==> src/rtl/rubik_wcmd_arb_pkg.sv <==
// ============================================================================
// rubik_wcmd_arb_pkg : shared state type and helpers for the wcmd arbiter
// Revision: 1.0
// ============================================================================
`default_nettype none

package rubik_wcmd_arb_pkg;

   typedef enum logic [0:0] {
      IDLE = 1'b0,
      LOCK = 1'b1
   } arb_state_e;

   localparam int MAX_BURST_CNT = 255;

   // Index width for a requester pointer; never narrower than one bit.
   function automatic int RR_PTR_W(input int n);
      return (n <= 2) ? 1 : $clog2(n);
   endfunction

endpackage

`default_nettype wire

==> src/rtl/rubik_wcmd_rr_pick.sv <==
// ============================================================================
// rubik_wcmd_rr_pick : combinational rotate-priority picker starting at ptr
// Revision: 1.0
// ============================================================================
`default_nettype none

module rubik_wcmd_rr_pick
   import rubik_wcmd_arb_pkg::*;
#(
   parameter int NUM_REQ = 3,
   parameter int PW      = RR_PTR_W(NUM_REQ)
)(
   input  logic [NUM_REQ-1:0] elig,
   input  logic [PW-1:0]      ptr,
   output logic [NUM_REQ-1:0] grant,
   output logic [PW-1:0]      index,
   output logic               any
);

   localparam logic [PW:0] NUM_W = (PW+1)'(NUM_REQ);

   logic [PW:0]   pos;
   logic [PW-1:0] idx;

   // ptr is always below NUM_REQ, so one conditional subtract gives the modulo.
   always_comb begin
      grant = '0;
      index = '0;
      any   = 1'b0;
      pos   = '0;
      idx   = '0;
      for (int k = 0; k < NUM_REQ; k++) begin
         pos = {1'b0, ptr} + (PW+1)'(k);
         if (pos >= NUM_W) begin
            pos = pos - NUM_W;
         end
         idx = pos[PW-1:0];
         if (!any && elig[idx]) begin
            any   = 1'b1;
            index = idx;
         end
      end
      grant[index] = any;
   end

endmodule

`default_nettype wire

==> src/rtl/rubik_wcmd_arb.sv <==
// ============================================================================
// rubik_wcmd_arb : burst-locked round-robin arbiter feeding the RUBIK wcmd FIFO
// Revision: 1.0
// ============================================================================
`default_nettype none

module rubik_wcmd_arb
   import rubik_wcmd_arb_pkg::*;
#(
   parameter int NUM_REQ   = 3,
   parameter int DW        = 11,
   parameter int MAX_BURST = 64
)(
   input  logic                            nvdla_core_clk,
   input  logic                            nvdla_core_rstn,
   input  logic [NUM_REQ-1:0]              req_pvld,
   output logic [NUM_REQ-1:0]              req_prdy,
   input  logic [NUM_REQ*DW-1:0]           req_pd,
   input  logic [NUM_REQ-1:0]              req_last,
   input  logic [NUM_REQ-1:0]              cfg_req_en,
   output logic                            wcmd_pvld,
   input  logic                            wcmd_prdy,
   output logic [DW-1:0]                   wcmd_pd,
   output logic                            arb_idle,
   output logic [RR_PTR_W(NUM_REQ)-1:0]    arb_owner,
   output logic                            err_burst_long,
   input  logic                            err_clr
);

   localparam int            PW          = RR_PTR_W(NUM_REQ);
   localparam logic [PW-1:0] LAST_IDX    = PW'(NUM_REQ - 1);
   localparam logic [8:0]    BURST_LIMIT = 9'(MAX_BURST);
   localparam logic [8:0]    CNT_SAT     = 9'(MAX_BURST_CNT);

   arb_state_e          state;
   arb_state_e          state_nxt;
   logic [PW-1:0]       rr_ptr;
   logic [PW-1:0]       rr_ptr_nxt;
   logic [PW-1:0]       owner_nxt;
   logic [PW-1:0]       pick_index;
   logic [PW-1:0]       sel_idx;
   logic [7:0]          beat_cnt;
   logic [7:0]          beat_cnt_nxt;
   logic [8:0]          beat_sum;
   logic                err_nxt;
   logic                slot_free;
   logic                accept;
   logic                sel_last;
   logic                pick_any;
   logic [NUM_REQ-1:0]  pick_elig;
   logic [NUM_REQ-1:0]  pick_grant;
   logic [NUM_REQ-1:0]  owner_grant;
   logic [NUM_REQ-1:0]  grant;
   logic [DW-1:0]       sel_pd;

   assign slot_free = !wcmd_pvld || wcmd_prdy;
   assign pick_elig = req_pvld & cfg_req_en;

   rubik_wcmd_rr_pick #(
      .NUM_REQ (NUM_REQ),
      .PW      (PW)
   ) u_pick (
      .elig  (pick_elig),
      .ptr   (rr_ptr),
      .grant (pick_grant),
      .index (pick_index),
      .any   (pick_any)
   );

   always_comb begin
      owner_grant            = '0;
      owner_grant[arb_owner] = 1'b1;
   end

   // A locked owner keeps its grant even if its enable bit is dropped mid-burst.
   assign grant    = (state == IDLE) ? pick_grant : owner_grant;
   assign sel_idx  = (state == IDLE) ? pick_index : arb_owner;
   assign req_prdy = slot_free ? grant : '0;
   assign accept   = slot_free && ((state == IDLE) ? pick_any : req_pvld[arb_owner]);
   assign sel_last = req_last[sel_idx];
   assign beat_sum = {1'b0, beat_cnt} + 9'd1;

   always_comb begin
      sel_pd = '0;
      for (int i = 0; i < NUM_REQ; i++) begin
         if (PW'(i) == sel_idx) begin
            sel_pd = req_pd[i*DW +: DW];
         end
      end
   end

   always_comb begin
      state_nxt    = state;
      rr_ptr_nxt   = rr_ptr;
      owner_nxt    = arb_owner;
      beat_cnt_nxt = beat_cnt;
      err_nxt      = err_burst_long && !err_clr;
      if (accept) begin
         owner_nxt = sel_idx;
         if (sel_last) begin
            state_nxt    = IDLE;
            rr_ptr_nxt   = (sel_idx == LAST_IDX) ? '0 : sel_idx + PW'(1);
            beat_cnt_nxt = '0;
         end else begin
            state_nxt = LOCK;
            if (state == IDLE) begin
               beat_cnt_nxt = 8'd1;
            end else begin
               beat_cnt_nxt = (beat_sum > CNT_SAT) ? 8'(MAX_BURST_CNT) : beat_sum[7:0];
            end
         end
         // Only a locked beat can push the count past the limit; setting wins over err_clr.
         if ((state == LOCK) && (beat_sum > BURST_LIMIT)) begin
            err_nxt = 1'b1;
         end
      end
   end

   always_ff @(posedge nvdla_core_clk or negedge nvdla_core_rstn) begin
      if (!nvdla_core_rstn) begin
         state          <= IDLE;
         rr_ptr         <= '0;
         arb_owner      <= '0;
         beat_cnt       <= '0;
         err_burst_long <= 1'b0;
         wcmd_pvld      <= 1'b0;
      end else begin
         state          <= state_nxt;
         rr_ptr         <= rr_ptr_nxt;
         arb_owner      <= owner_nxt;
         beat_cnt       <= beat_cnt_nxt;
         err_burst_long <= err_nxt;
         if (slot_free) begin
            wcmd_pvld <= accept;
         end
      end
   end

   always_ff @(posedge nvdla_core_clk) begin
      if (accept) begin
         wcmd_pd <= sel_pd;
      end
   end

   assign arb_idle = (state == IDLE) && !wcmd_pvld;

endmodule

`default_nettype wire
==> config.mk <==
export PLATFORM = sky130hd
export DESIGN_NAME = rubik_wcmd_arb
export DESIGN_NICKNAME = d
export VERILOG_FILES = /design/src/rtl/rubik_wcmd_arb_pkg.sv /design/src/rtl/rubik_wcmd_rr_pick.sv /design/src/rtl/rubik_wcmd_arb.sv
export SDC_FILE = /design/constraint.sdc
export NUM_CORES = 1
export LEC_CHECK = 0
export CORE_AREA = 2 2 69 71
export DETAILED_ROUTE_END_ITERATION = 12
export DIE_AREA = 0 0 71 73
export PLACE_DENSITY_LB_ADDON = 0.08
export SLEW_MARGIN = 10
export SYNTH_ARGS = -nofsm -noshare
export SYNTH_HDL_FRONTEND = slang
export SYNTH_SLANG_ARGS = --single-unit
==> constraint.sdc <==
create_clock -name nvdla_core_clk -period 2.9 [get_ports nvdla_core_clk]
set_clock_uncertainty 0.05 [all_clocks]
set_input_delay 0.725 -clock nvdla_core_clk [delete_from_list [all_inputs] [get_ports nvdla_core_clk]]
set_output_delay 0.725 -clock nvdla_core_clk [all_outputs]
set_load 0.01 [all_outputs]
==> summary.txt <==
STA
  – Rel. slew slack: 0.5195
  – RSZ-0062 raised after global routing: false
  – Final Hold Fails: 0
  – Final setup violation count: 0
  – Fin worst setup slack: 96.23 ps
  – Final worst path period share: 0.9668
  – Slew of the pin with the lowest slew margin: 718.5 ps
  – Tmin final: 2804 ps
  – Fmax: 356.7 MHz
  – Slew Limit Fails: 0

Yosys
  – Synth Warn #: 0
  – Async S/R FF share, synth: 0.5769
  – Synthesized instance count: 206
  – Sequential-to-total area share from yosys stat: 0.3620
  – Post-synthesis register bit count: 26
  – Post-synth EDFFs: 11
  – Yosys cell types: 57
  – Synthesized Nets: 257
  – Synthesized cell area: 1949 sq um
  – Syn avg cell area: 9.463 sq um
  – Most used DFF post-synth: dfrtp_1

Clock network
  – H-tree depth: 1
  – Hold Buf Count CTS: 0
  – Skew-Pair Late Insertion Delay: 280 ps
  – Clock Tree Buf Depth: 2
  – Num CTS Buffers: 3
  – Clock root buffer: clkbuf_8
  – Reg clk slew, reported paths: 90 ps
  – CTS tree: built
  – Clk sinks: 26

Setup path
  – CP startpoint kind: primary input
  – Worst path max stage delay: 280 ps
  – Kind of critical path: primary input to primary output
  – Worst path cell trace: dlygate4sd2_1 > and4b_1 > a31oi_4 > and2_4 > nand4b_1 > a21oi_1 > buf_2
  – CP arrival: 2030 ps
  – Critical Path Slowest Stage Cell: dlygate4sd2_1
  – CP Max Fanout: 4
  – CP Data Required Time: 2120 ps
  – Setup crit end kind: primary output

Floorplan
  – Die W: 71 um
  – Core Area: 4536 sq um
  – Num ports: 65
  – Cell Rows: 25
  – Die Span Y: 73 um
  – Die area: 5183 sq um
  – Initial core utilization: 0.4298

Placement
  – Port Buffers: 64
  – DP HPWL: 3968 um
  – GPL Wtd Cong: 0.8290
  – Pre-CTS setup slack: -542.5 ps
  – Placed insts: 336

Global routing
  – Initial antenna violation count: 0
  – Tot GR Track Use: 0.2008
  – Global route overflow: 0
  – Vias in the first global route: 1711
  – First-pass GRT wire length: 8273 um
  – Largest net degree at the start of global routing: 18

Final layout
  – Fillers: 413
  – Layout cell share with drive strength beyond 1: 0.1958
  – Final Net Count: 338
  – Multi-input logic area: 1149 sq um
  – Area growth from synthesis to layout: 44.48%
  – Sequential Area: 705.7 sq um
  – Most frequent cells in the layout: clkdlybuf4s50_1, nand2_1, buf_4
  – Ant. Diodes: 0
  – Non-filler cells, final: 340
  – Commonest non-fill, non-tap cell in the layout: clkdlybuf4s50_1

Route
  – Drt wl/cell: 15.33 um
  – DR vias: 1856
  – Routed wire length: 5211 um
  – Via density: 5.459
  – First drt pass iteration count: 4
  – Residual DRC: 0
  – Post-DRT Antenna Nets: 0
  – Initial DRC count: 128

Job
  – MaxCap Viol Count: 0

Power
  – Pwr dens: 959.7 nW/um^2
  – Worst vdd rail ir drop: 369.2 uV
  – LEAKAGE: 1.139 nW

Worst hold path
  – Worst Hold Class: flop to flop

Run status
  – Outcome: complete, no violations
-- cell type report --
cell class                      count  area share
Inverter                            8     0.01244
Clock inverter                      1    0.001333
Timing Repair Buffer               89      0.2892
Tap cell                           54     0.02399
Multi-Input combinational cell    159      0.4078
Sequential cell                    26      0.2506
Clock buffer                        3     0.01466
-- power breakdown --
group	internal (W)	total, W	switching (W)
Combinational	0.000910	0.00177	0.000863
Clock	0.0000953	0.000218	0.000123
Sequential	0.000584	0.000712	0.000128
-- layer usage --
layer / vias up / wire, um / part of all wire / track usage
li1: 915 / - / - / -
met2: 48 / 2452 / 0.47 / 0.3344
met5: - / 0 / 0 / 0
met1: 886 / 2477 / 0.48 / 0.2747
met3: 7 / 205 / 0.039 / 0.01934
met4: 0 / 76 / 0.015 / 0.06918
-- registers in the layout, summed over array words and instances (netlist names) --
register	cells
wcmd_pd	11
beat_cnt	8
arb_owner	2
rr_ptr	2
err_burst_long	1
state	1
wcmd_pvld	1
-- per-stage QoR --
stage / power, W / cell area, sq um / TNS, ps / utilization / hold slack (ps)
2_1_floorplan: 0.001771 / 1949 / 0 / - / 379.4
3_3_place_gp: 0.002430 / 2750 / -2975 / 0.6063 / 469.2
3_5_place_dp: 0.002455 / 2750 / -3477 / 0.6063 / 484.6
4_1_cts: 0.002699 / 2804 / 0 / 0.6182 / 499.4
5_1_grt: 0.002876 / 2816 / 0 / 0.6210 / 512.6
6_report: 0.002703 / 2816 / 0 / 0.6210 / 497.5
-- worst max-delay path: cells and delay by family --
family | cells | cell delay, ps
buf+inv | 2 | 430
compound gates | 2 | 360
simple gates | 3 | 520
-- cell families (layout without fill, tap and decap cells) --
kind of cell,count (synthesis),in the layout,share of synthesized area
flops,26,26,0.3620
compound gates,62,62,0.2580
simple gates,72,72,0.1772
xor+xnor,5,5,0.02247
mux,13,13,0.07060
buf+inv,21,101,0.06675
fa+ha+maj,7,7,0.04300
-- synthesized netlist by cell type, types with 2 or more instances --
cell type	n	share of area
nor2_1	9	0.017
nand3_1	8	0.021
buf_4	2	0.0077
o22ai_1	2	0.0064
nor2b_1	3	0.0096
buf_6	4	0.023
a22oi_2	2	0.013
nand2_1	33	0.064
edfxtp_1	11	0.17
nand3b_1	3	0.012
ha_1	5	0.032
and3_1	2	0.0064
a2bb2oi_1	3	0.013
o21a_1	5	0.019
mux2i_1	10	0.051
nor3_1	3	0.0077
dfrtp_1	15	0.19
nand2b_1	3	0.0096
o211ai_1	4	0.015
inv_1	7	0.013
xor2_1	2	0.0090
buf_2	6	0.015
a32oi_1	3	0.013
a22o_1	2	0.0090
a21oi_1	5	0.013
a22o_2	3	0.015
o21ai_0	12	0.031
o2111ai_2	2	0.015
a21boi_0	2	0.0077
xnor2_1	3	0.013
a31oi_1	2	0.0064
o21ai_1	4	0.010
mux2_2	2	0.012
-- timing repair --
item / 4_1_cts / 5_1_grt
setup buffers: 1 / 0
endpoints found under the setup margin: 3 / 3
resized for setup: 20 / 5
pin swaps: 6 / 4
hold endpoints to repair: 0 / 0
gates cloned: 0 / 0
-- worst paths after layout --
kind | slack (ps) | depth (start not counted) | end | start
max | 100 | 7 | req_prdy[0] | req_pvld[2]
min | 500 | 2 | err_burst_long | err_burst_long
max reg2reg | 420 | 10 | beat_cnt[1] | rr_ptr[1]
min reg2reg | 500 | 2 | err_burst_long | err_burst_long
max in group asynchronous | 1530 | 1 | rr_ptr[1] | nvdla_core_rstn
min in group asynchronous | 820 | 1 | state | nvdla_core_rstn
No activity file was read; power rests on OpenSTA's default activity.
